[src/rtl/wall_clock_ext.sv]
// wall_clock_ext: prescaled HH:MM:SS wall clock with run/pause, validated load, 12/24h display and one-shot alarm
module wall_clock_ext #(
    parameter int TICKS_PER_SEC = 50000000
) (
    input  logic       Clock,
    input  logic       reset,
    input  logic       run,
    input  logic       mode_12h,
    input  logic       set_en,
    input  logic [4:0] set_hours,
    input  logic [5:0] set_minutes,
    input  logic [5:0] set_seconds,
    input  logic       alarm_en,
    input  logic [4:0] alarm_hours,
    input  logic [5:0] alarm_minutes,
    output logic [5:0] seconds,
    output logic [5:0] minutes,
    output logic [4:0] hours,
    output logic       pm,
    output logic       tick_1s,
    output logic       alarm,
    output logic       set_err
);
    localparam int PW = TICKS_PER_SEC > 1 ? $clog2(TICKS_PER_SEC) : 1;
    logic [PW-1:0] presc;
    logic [4:0] hour_i, nh;
    logic [5:0] min_i, sec_i, nm, ns;
    logic term, set_ok, sec_wrap, min_wrap;
    // terminal prescaler count, load validity and the time one second ahead
    always_comb begin
        term     = run && (presc == PW'(TICKS_PER_SEC - 1));
        set_ok   = (set_hours < 5'd24) && (set_minutes < 6'd60) && (set_seconds < 6'd60);
        sec_wrap = sec_i == 6'd59;
        min_wrap = min_i == 6'd59;
        ns       = sec_wrap ? 6'd0 : sec_i + 6'd1;
        nm       = sec_wrap ? (min_wrap ? 6'd0 : min_i + 6'd1) : min_i;
        nh       = (sec_wrap && min_wrap) ? (hour_i == 5'd23 ? 5'd0 : hour_i + 5'd1) : hour_i;
    end
    // display mapping is combinational so a mode change shows immediately
    always_comb begin
        seconds = sec_i;
        minutes = min_i;
        pm      = hour_i >= 5'd12;
        hours   = !mode_12h ? hour_i : (hour_i == 5'd0 ? 5'd12 : (hour_i > 5'd12 ? hour_i - 5'd12 : hour_i));
    end
    // prescaler, time registers and one-cycle status pulses; loads beat the seconds tick
    always_ff @(posedge Clock) begin
        if (reset) begin
            presc   <= '0;
            hour_i  <= '0;
            min_i   <= '0;
            sec_i   <= '0;
            tick_1s <= 1'b0;
            alarm   <= 1'b0;
            set_err <= 1'b0;
        end else begin
            tick_1s <= 1'b0;
            alarm   <= 1'b0;
            set_err <= 1'b0;
            if (set_en) begin
                if (set_ok) begin
                    hour_i <= set_hours;
                    min_i  <= set_minutes;
                    sec_i  <= set_seconds;
                    presc  <= '0;
                end else begin
                    set_err <= 1'b1;
                end
            end else if (run) begin
                presc <= term ? '0 : presc + 1'b1;
                if (term) begin
                    hour_i  <= nh;
                    min_i   <= nm;
                    sec_i   <= ns;
                    tick_1s <= 1'b1;
                    alarm   <= alarm_en && (nh == alarm_hours) && (nm == alarm_minutes) && (ns == 6'd0);
                end
            end
        end
    end
endmodule
[config.mk]
export PLATFORM = sky130hd
export DESIGN_NAME = wall_clock_ext
export DESIGN_NICKNAME = d
export VERILOG_FILES = /design/src/rtl/wall_clock_ext.sv
export SDC_FILE = /design/constraint.sdc
export NUM_CORES = 1
export LEC_CHECK = 0
export CORE_UTILIZATION = 45
export CTS_CLUSTER_DIAMETER = 120
export DETAILED_ROUTE_END_ITERATION = 8
export PLACE_DENSITY = 0.79
export SLEW_MARGIN = 20
export SYNTH_ARGS = -nofsm -noshare
export SYNTH_HDL_FRONTEND = slang
export SYNTH_SLANG_ARGS = --single-unit
[constraint.sdc]
create_clock -name Clock -period 7.6 [get_ports Clock]
set_clock_uncertainty 0.05 [all_clocks]
set_input_delay 2.28 -clock Clock [delete_from_list [all_inputs] [get_ports Clock]]
set_output_delay 2.28 -clock Clock [all_outputs]
set_load 0.02 [all_outputs]
After elaboration in Yosys (flattened, before gate mapping)
Cells that the tools add are included.

cells by class
  eq/ne operators = 7
  multiplexer cells = 26
  $lt $le $gt $ge = 5
  add/subtract/negate cells = 5
  bitwise operators = 3
  reductions and logical operators = 16

operator list
  operator                                                                             count
  26-bit 2-to-1 mux                                                                    4
  6-bit 2-to-1 mux                                                                     11
  5-bit 2-to-1 mux                                                                     9
  26-bit by 1-bit adder with 26-bit output, second input constant                      1
  26-bit == test, second input constant                                                1
  6-bit by 1-bit adder with 6-bit output, second input constant                        2
  6-bit == test, second input constant                                                 2
  6-bit < comparator, second input constant                                            2
  1-bit logical AND                                                                    7
  6-bit == test                                                                        1
  6-bit logical NOT                                                                    1
  5-bit by 1-bit adder with 5-bit output, second input constant                        1
  5-bit == test                                                                        1
  5-bit == test, second input constant                                                 1
  5-bit by 4-bit greater-or-equal comparator with 1-bit output, second input constant  1
  5-bit by 4-bit greater-than comparator with 1-bit output, second input constant      1
  5-bit logical NOT                                                                    1
  5-bit < comparator, second input constant                                            1
  5-bit by 4-bit subtractor with 5-bit output, second input constant                   1
  2-bit nonzero test                                                                   2
  4-bit OR reduction                                                                   1
  1-bit NOT                                                                            3
  3-bit AND reduction                                                                  1
  3-bit OR reduction                                                                   1
  4 further kinds                                                                      5

storage, ports and cells
  bits of input ports = 34
  bits in registers = 46
  word-level logic and storage cells = 69

Longest topological paths before layout
  depth after elaboration = 7
  depth in mapped cells = 9

Worst setup path before layout
Ideal clock, no wire load.

  path kind = input-to-output
  start point = input port mode_12h
  end point = output port hours[4]
  arrival time = 3.264 ns
  cell stages on the path = 3
  setup slack = 2.006 ns
  cell sequence = inv_1 or4_1 a21boi_0

on the way
  cells in the longest elaborated chain, start to end = 1

RTL lines
  element           RTL line  RTL
  start, declared   8         input logic mode_12h,
  5-bit 2-to-1 mux  44        hours = !mode_12h ? hour_i : (hour_i == 5'd0 ? 5'd12 : (hour_i > 5'd12 ? hour_i - 5'd12 : hour_i));
  end, declared     18        output logic [4:0] hours,

Every way passes these cells.

Worst setup path after layout
Ends and elaborated chain as after synthesis.

==> results_dict.tcl <==
set metrics [dict create \
    status "finished, final reports clean" \
    setup_slack_ps 1160 \
    dp_hpwl_um 6780 \
    synth.avg_cell_area_um2 7.37 \
    cp_max_fo 4 \
    place_inst 579 \
    grt_pass1_vias 3379 \
    clock-root-buffer "clkbuf_8" \
    async_flop_share_pct 0 \
    clock_latency_ps 310 \
    io_pins 55 \
    multi_input_area_um2 2260 \
    area_growth_pct 19.0 \
    grt_max_degree 46 \
    worst_pin_slew_ps 905 \
    drc_errors 0 \
    rows 31 \
    wl_um 9560 \
    clkSlewWorstSetupHoldPaths_ps 90 \
    regArea_um2 921 \
    final_area_um2 4020 \
    grt-ovfl-total 0 \
    critPathLaunchType "input pin" \
    power_uw 535 \
    instances_no_fill 587 \
    relSlewSlack_pct 39.2 \
    portBuffers 54 \
    end_kind "primary output" \
    synth_edf_count 0 \
    setup_violations 0 \
    cp.arrival_ps 4110 \
    dieArea_um2 7850 \
    core-area_um2 7250 \
    min_path_type "register to register" \
    vias 3650 \
    fmax_ghz 0.155 \
    htree_levels 2 \
    drive_gt1_share_pct 4.10 \
    antennaDiodeCount 0 \
    rsz0062_at_grt "false" \
    maxCapViolCount 0 \
    yosysSeqAreaShare_pct 27.3 \
    antenna_found_initial 0 \
    synth_cell_types 61 \
    final_common_cell "clkdlybuf4s50_1" \
    numCtsBuffers 5 \
    netlist_area_um2 3370 \
    numClockSinks 46 \
    power_density_nw_per_um2 133 \
    cts_resized 0 \
    track_usage_pct 25.2 \
    final_cell_mix "clkdlybuf4s50_1 (54), nand2_1 (49), dfxtp_1 (46), nor2_1 (38), a21oi_1 (36)" \
    clockBufferDepth 2 \
    grt_pass1_wl_um 15600 \
    synth_seq_cells 46 \
    worstPathRequired_ps 5270 \
    nNetsFinal 530 \
    dp_slack_ps 1160 \
    antenna_left 0 \
    drt-initial-drc-count 278 \
    die_h_um 88.6 \
    critical_path_class "input pin to primary output" \
    crit_slowest_cell "clkdlybuf4s50_1" \
    drv_slew 0 \
    dpl_cell_area_um2 3930 \
    wl_per_cell_um 16.3 \
    cts_tree "done" \
    worst-r2r-setup-slack_ps 4590 \
    via_per_inst 6.22 \
    period_share_pct 84.7 \
    period_needed_ps 6440 \
    fin_setup_tns_ps 0 \
    nFillCells 726 \
    peakVddDrop_v 0.0000979 \
    holdBufCountCts 0 \
    start_util_pct 46.5 \
    cts_setup_buffers 0 \
    cpLargestDelayFamily "buffers and inverters" \
    power_leakage_uw 0.00130 \
    crit_path_cell_trace "clkdlybuf4s50_1, inv_1, or4_1, a21boi_0, clkdlybuf4s50_1" \
    path_buf_inv 3 \
    critPathMaxStageDelay_ps 620 \
    dieWidth_um 88.6 \
    finalHoldViolCount 0 \
    crit_top_cell "clkdlybuf4s50_1" \
    synth_ff_type "dfxtp_1" \
    drt_pre_antenna_iters 5 \
    syn_inst 458 \
    synth_fp_nets 501 \
    place.gp.congestion 1.01 \
    synth_warnings 0 \
]
## state kept, by name (all words and copies together), names as in the netlist
register / cells
hour_i: 5
seconds: 6
presc: 26
set_err: 1
tick_1s: 1
minutes: 6
alarm: 1
## kinds of logic after synthesis
group / share of synthesized area [%]
AO/OA/AOI/OAI: 29.7
XOR/XNOR: 2.34
adder cells (fa/ha/maj): 3.34
buffers and inverters: 5.79
flip-flops: 27.3
multiplexers: 1.22
AND/OR/NAND/NOR: 30.3
## synth_stat cells (8+ instances only)
cell	n	area (µm²)
nand2_1	49	184
dfxtp_1	46	921
nor2_1	38	143
a21oi_1	36	180
o21ai_0	29	145
clkbuf_1	28	105
nand3_1	21	105
inv_1	14	52.6
o211ai_1	12	90.1
a311oi_1	9	78.8
ha_1	9	113
nand4_1	9	56.3
nor3_1	8	40.0
## routing by layer
metal | vias to the layer above | routed length (µm) | track usage, %
li1 | 1780 | - | -
met1 | 1697 | 4190 | 32.2
met2 | 139 | 4570 | 42.6
met3 | 34 | 577 | 3.82
met4 | 0 | 225 | 9.82
met5 | - | 0 | 0
## per-stage QoR
| stage | util [%] | hold slack [ps] |
|---|---|---|
| floorplan | - | 403 |
| global placement | 54.1 | 411 |
| detailed placement | 54.1 | 430 |
| CTS | 55.4 | 441 |
| global route | 55.4 | 470 |
| finish | 55.4 | 436 |
## final timing paths
path	startpoint	to	depth (start not counted)
min	presc[25]$_SDFFE_PP0P_	presc[25]$_SDFFE_PP0P_	2
min reg2reg	presc[25]$_SDFFE_PP0P_	presc[25]$_SDFFE_PP0P_	2
max reg2reg	seconds[0]$_SDFFE_PP0P_	alarm$_SDFF_PP0_	7
max	mode_12h	hours[4]	5
## final cells by class
| class | instances | share of cell area [%] |
|---|---|---|
| inverter | 14 | 1.31 |
| tap | 99 | 3.09 |
| multi-input combinational | 362 | 56.2 |
| clock inverter | 3 | 0.530 |
| timing repair buffer | 58 | 14.2 |
| clock buffer | 5 | 1.71 |
| sequential | 46 | 22.9 |
## worst register-to-register path: cells and delay by family (launching register included)
family | cells | cell delay (ps)
and+or+nand+nor | 6 | 1990
adders and majority gates | 1 | 440
DFF | 1 | 450
## where the power goes
group / total [µW] / leakage, µW / internal, µW / switching, µW
Sequential: 263 / 0.000373 / 247 / 16.3
Clock: 156 / 0.0000441 / 64.8 / 90.9
Combinational: 116 / 0.000879 / 54.3 / 61.7
Total: 535 / 0.00130 / 366 / 169
No activity file was read; power rests on OpenSTA's default activity.
